**src/rtl/mem_request_unit.sv**
```systemverilog
// mem_request_unit
// Sequences single-ported RAM accesses for a single-cycle core: instruction
// fetches and the data accesses they decode to share one RAM port. A registered
// grant FSM gives pending data accesses priority over the next fetch, never
// switches grant mid-transaction, and retries any access that returns ERROR.
// Hit and RAM request outputs decode from the registered state (plus ramstate
// for the hits), so an asynchronous reset silences them immediately.

module mem_request_unit #(
  parameter int WORD_W = 32,
  parameter int ERR_W  = 8
) (
  input  logic              CLK,
  input  logic              nRST,
  // decoded memory intent from the control unit, valid during the ihit cycle
  input  logic              dREN_c,
  input  logic              dWEN_c,
  input  logic              halt_c,
  // datapath addresses and store data
  input  logic [WORD_W-1:0] iaddr,
  input  logic [WORD_W-1:0] daddr,
  input  logic [WORD_W-1:0] dstore,
  // back to the datapath
  output logic [WORD_W-1:0] iload,
  output logic [WORD_W-1:0] dload,
  output logic              ihit,
  output logic              dhit,
  output logic              pc_en,
  output logic              halt,
  output logic [ERR_W-1:0]  err_cnt,
  // RAM side
  output logic              ramREN,
  output logic              ramWEN,
  output logic [WORD_W-1:0] ramaddr,
  output logic [WORD_W-1:0] ramstore,
  input  logic [WORD_W-1:0] ramload,
  input  logic [1:0]        ramstate
);

  // RAM handshake encodings that change the FSM; FREE and BUSY both mean "wait"
  localparam logic [1:0] RAM_ACCESS = 2'd2;
  localparam logic [1:0] RAM_ERROR  = 2'd3;

  typedef enum logic [1:0] {
    IDLE    = 2'd0,
    IFETCH  = 2'd1,
    DACCESS = 2'd2,
    HALTED  = 2'd3
  } state_t;

  state_t            state_q, state_d;
  logic              dren_q, dren_d;
  logic              dwen_q, dwen_d;
  logic              halt_q, halt_d;
  logic [ERR_W-1:0]  err_cnt_q, err_cnt_d;
  logic              ram_err;

  // RAM read data is forwarded unregistered to both consumers
  assign iload   = ramload;
  assign dload   = ramload;
  assign pc_en   = ihit;
  assign halt    = halt_q;
  assign err_cnt = err_cnt_q;

  // An ERROR response only counts while a request is actually outstanding
  assign ram_err = (ramstate == RAM_ERROR) &&
                   ((state_q == IFETCH) || (state_q == DACCESS));

  // State, pending-access, halt and error-count registers
  always_ff @(posedge CLK or negedge nRST) begin
    if (!nRST) begin
      state_q   <= IDLE;
      dren_q    <= 1'b0;
      dwen_q    <= 1'b0;
      halt_q    <= 1'b0;
      err_cnt_q <= '0;
    end else begin
      state_q   <= state_d;
      dren_q    <= dren_d;
      dwen_q    <= dwen_d;
      halt_q    <= halt_d;
      err_cnt_q <= err_cnt_d;
    end
  end

  // Saturating error counter: holds at all-ones rather than wrapping
  always_comb begin
    err_cnt_d = err_cnt_q;
    if (ram_err && (err_cnt_q != {ERR_W{1'b1}})) begin
      err_cnt_d = err_cnt_q + 1'b1;
    end
  end

  // Grant FSM: next state, pending-intent capture, RAM requests and hits
  always_comb begin
    state_d  = state_q;
    dren_d   = dren_q;
    dwen_d   = dwen_q;
    halt_d   = halt_q;
    ramREN   = 1'b0;
    ramWEN   = 1'b0;
    ramaddr  = '0;
    ramstore = '0;
    ihit     = 1'b0;
    dhit     = 1'b0;

    unique case (state_q)
      IDLE: begin
        // a pending data access always beats halting or fetching, so a
        // load/store carried by the halt instruction still completes
        if (dren_q || dwen_q) begin
          state_d = DACCESS;
        end else if (halt_q) begin
          state_d = HALTED;
        end else begin
          state_d = IFETCH;
        end
      end

      IFETCH: begin
        ramREN  = 1'b1;
        ramaddr = iaddr;
        if (ramstate == RAM_ACCESS) begin
          ihit    = 1'b1;
          // the decoded intent belongs to the instruction just returned
          dren_d  = dREN_c;
          dwen_d  = dWEN_c;
          if (halt_c) begin
            halt_d = 1'b1;
          end
          state_d = IDLE;
        end else if (ramstate == RAM_ERROR) begin
          // drop back to IDLE and re-issue the same fetch next time round
          state_d = IDLE;
        end
      end

      DACCESS: begin
        ramREN   = dren_q;
        ramWEN   = dwen_q;
        ramaddr  = daddr;
        ramstore = dstore;
        if (ramstate == RAM_ACCESS) begin
          dhit    = 1'b1;
          dren_d  = 1'b0;
          dwen_d  = 1'b0;
          state_d = IDLE;
        end else if (ramstate == RAM_ERROR) begin
          // intents stay pending so IDLE re-enters DACCESS for the retry
          state_d = IDLE;
        end
      end

      HALTED: begin
        // terminal: only reset leaves this state
        state_d = HALTED;
      end

      default: begin
        state_d = IDLE;
      end
    endcase
  end

  // Read and write together is an illegal decode; the RAM decides the outcome
  illegal_rw_a: assert property (@(posedge CLK) disable iff (!nRST)
    !((state_q == DACCESS) && dren_q && dwen_q));

endmodule

```
**config.mk**
```make
export PLATFORM = sky130hd
export DESIGN_NAME = mem_request_unit
export DESIGN_NICKNAME = d
export VERILOG_FILES = /design/src/rtl/mem_request_unit.sv
export SDC_FILE = /design/constraint.sdc
export NUM_CORES = 1
export LEC_CHECK = 0
export BUFFER_PORTS_ARGS = -buffer_cell sky130_fd_sc_hd__buf_2
export CAP_MARGIN = 20
export CORE_AREA = 3 3 108 110
export DETAILED_ROUTE_END_ITERATION = 7
export DIE_AREA = 0 0 111 113
export HOLD_SLACK_MARGIN = 0.02
export PLACE_DENSITY = 0.59
export RECOVER_POWER = 100
export SYNTH_ARGS = -nofsm -noshare
export SYNTH_HDL_FRONTEND = slang
export SYNTH_SLANG_ARGS = --single-unit
```
**constraint.sdc**
```tcl
create_clock -name CLK -period 1.7 [get_ports CLK]
set_clock_uncertainty 0.15 [all_clocks]
set_input_delay 0.085 -clock CLK [delete_from_list [all_inputs] [get_ports CLK]]
set_output_delay 0.085 -clock CLK [all_outputs]
set_load 0.005 [all_outputs]
```
==> impl_results.md <==
* Async set-reset flop share out of synthesis at 1.00
* Final period utilization at 1.06
* EDFF count, synth at 0
* Setup WS post-layout at -0.106 ns
* IO Pins at 277
* Die Span Y at 113 µm
* Crit. End Element: primary output
* Clock power frac at 0.376
* Num Clock Sinks at 13
* Cell accounting for the most synthesized area: buf_4
* RSZ-0062 raised after global routing: true
* Hold Path Class: in -> out
* Cell area after synthesis at 1970 µm²
* Cell count after placement at 505
* Reg area at 325 µm²
* Number of different library cells in the post-synthesis netlist at 31
* Cell row count at 38
* Final cell count without fillers at 535
* Pre-CTS setup slack at -0.0351 ns
* Clock Path Buffers at 2
* Sequential power share at 0.413
* Max Slew Vio Count at 0
* Setup violations, final at 76
* GR Overflow Total at 0
* Area grow syn2layout at 89.4%
* Synth Area in Compound Gates at 0.168
* Crit path arrival time at 1.57 ns
* Nets@finish at 538
* MaxCap Viol Count at 0
* XOR/XNOR Fraction of Synth Area at 0.00444
* CP max-delay cell: dfrtp_1
* H-tree Lvls at 1
* Crit start category: flop
* Total core area at 10,800 µm²
* Switching share of power at 0.246
* Layout cell share with drive strength beyond 1 at 0.780
* P_sw at 0.000185 W
* Adder-Cell Fraction of Synth Area at 0.0444
* TritonCTS Buffers at 3
* Final hold violations at 0
* Routed WL at 9.96 mm
* DRC viols at 0
* WL/cell at 18.6 µm
* Tmin final at 1.81 ns
* Initial Util at 0.183
* Synth area leaders: buf_4 25%, dfrtp_1 17%, a22oi_1 12%, and2_1 11%, nor2b_1 11%
* Post-DP HPWL at 6.65 mm
* Failing checks: negative setup slack
* #FFs+latches synth at 13
* Syn Area/Cell at 7.85 µm²
* Peak VDD IR at 0.000335 V
* Worst-path cell chain: inv_2 > ha_4 > buf_12 > clkbuf_16 > nor2b_2 > buf_2
* Routed via count at 2,337
* Multi-input gate area at 1500 µm²
* Antenna Cells at 0
* Sequential fraction of the synthesis area at 0.165
* Die width at 111 µm
* P_leak at 1.68 nW
* DRT iter0 DRCs at 72
* Design area at 3730 µm²
* GP Congestion at 0.899
* Max incr delay on CP at 0.40 ns
* Avg Vias per Cell at 4.37
* TNS Setup at -4.16 ns
* Initial antenna violation count at 0
* Synth Area in Simple Gates at 0.283
* Vias in the first global route at 2,321
* Largest family of logic cells by synthesized area: buffers and inverters
* Net Count, Synth at 393
* Clk slew on worst S/H paths at 0.05 ns
* Die area at 12,500 µm²
* I/O Buffers at 180
* Largest net degree at the start of global routing at 35
* Crit path max fanout at 7
* Worst hold slack at 0.0200 ns
* Clock root buffer: clkbuf_8
* Worst-Margin Slew at 0.790 ns
* Post-synthesis mux area share at 0.0457
* DRT antenna net count at 0
* Total global-route track usage at 0.129
* Placed Area at 2670 µm²
* First-pass DRT Iterations at 4
* Power density cells at 201 nW/µm²
* Synth top area share at 0.251
* Relative slew slack at 0.473
* Syn Inst Count at 251
* P_int at 0.000565 W
* Comb power frac at 0.211
* Global-route wire length before repair at 13.1 mm
* Main synth FF type: dfrtp_1
* Kind of critical path: reg -> out
* Clk Latency, worst-skew pair at 0.24 ns
* Req. time, crit path at 1.46 ns
* Status: finished with violations
* Fmax achieved at 554 MHz
* CTS tree: built
* Fillers at 1,136
* Yosys warnings at 0
-- worst paths after layout --
check,from,endpoint,slack (ns),cells past startpoint
max,state_q[1],ramaddr[9],-0.11,6
min,ramload[12],dload[12],0.02,0
max reg2reg,state_q[1],err_cnt[1],-0.10,6
min reg2reg,halt,halt,0.38,1
max in group asynchronous,nRST,halt,0.61,2
min in group asynchronous,nRST,err_cnt[5],0.29,2
-- synthesized netlist by cell type (2+ instances only) --
master	n
buf_4	66
and2_1	35
nor2b_1	35
a22oi_1	32
dfrtp_1	13
clkbuf_1	10
ha_1	7
nor2_1	6
inv_1	5
nand2_1	5
buf_2	4
mux2_2	4
mux2i_1	3
nand3_1	3
a21oi_1	2
a22o_1	2
nand2b_1	2
nor3_1	2
nor4_1	2
o21ai_0	2
-- layout make-up --
| cell class | instances | share of cell area |
|---|---|---|
| Clock buffer | 4 | 0.0121 |
| Multi-Input combinational cell | 153 | 0.401 |
| Tap cell | 140 | 0.0469 |
| Inverter | 5 | 0.00503 |
| Sequential cell | 13 | 0.0872 |
| Timing Repair Buffer | 220 | 0.448 |
-- power by group through the flow --
stage | clock (W) | sequential, W | combinational (W)
after global placement | 0 | 0.000315 | 0.000127
after floorplan | 0 | 0.000315 | 0.000124
after CTS | 0.000291 | 0.000309 | 0.000150
after global routing | 0.000307 | 0.000309 | 0.000171
after detailed placement | 0 | 0.000315 | 0.000129
final | 0.000282 | 0.000310 | 0.000158
-- kinds of logic after synthesis --
family	Yosys count
flip-flops	13
XOR/XNOR	1
AO/OA/AOI/OAI	44
multiplexers	8
adder cells (fa/ha/maj)	7
AND/OR/NAND/NOR	93
buffers and inverters	85
-- sequential cells by signal (all words and copies together) (netlist names) --
| name | cells |
|---|---|
| halt | 1 |
| state_q | 2 |
| dren_q | 1 |
| dwen_q | 1 |
| err_cnt | 8 |
-- critical path, delay by kind of cell, from the launching register on --
kind / cells / cell delay, ns
fa+ha+maj: 1 / 0.23
buf+inv: 4 / 0.54
flops: 1 / 0.40
simple gates: 1 / 0.15
-- through the flow --
stage / total power [W] / util
2_1_floorplan: 0.000440 / -
3_3_place_gp: 0.000442 / 0.248
3_5_place_dp: 0.000444 / 0.248
4_1_cts: 0.000750 / 0.298
5_1_grt: 0.000787 / 0.346
6_report: 0.000750 / 0.346
-- what timing repair did --
item / in CTS / in global routing
endpoints found under the setup margin: 39 / 80
hold buffers: 4 / 0
endpoints found under the hold margin: 16 / 0
pin swaps: 14 / 10
buffers inserted: 10 / 2
cloned: 4 / 6
gates resized for setup: 57 / 95
-- cell usage in the layout (no fill, tap or decap), types with 3 or more instances in the layout --
cell type and count:
a22oi_2 32, and2_1 4, and2_4 31, buf_12 6, buf_16 4, buf_2 142, buf_4 5, buf_6 43
clkbuf_1 9, clkbuf_16 4, clkbuf_8 3, dfrtp_1 13, dlygate4sd3_1 4, ha_1 3, ha_4 4, inv_1 3
mux2_4 4, mux2i_1 3, nand2_1 5, nand3_1 3, nor2_1 5, nor2b_1 23, nor2b_2 8, nor2b_4 4
-- layer usage --
layer	vias up	wire length [µm]	track usage
li1	1072	-	-
met1	1108	3520	0.143
met2	138	5520	0.250
met3	19	734	0.0364
met4	0	182	0.0181
met5	-	0	0
Note: power is estimated with default switching activity, not from simulation.
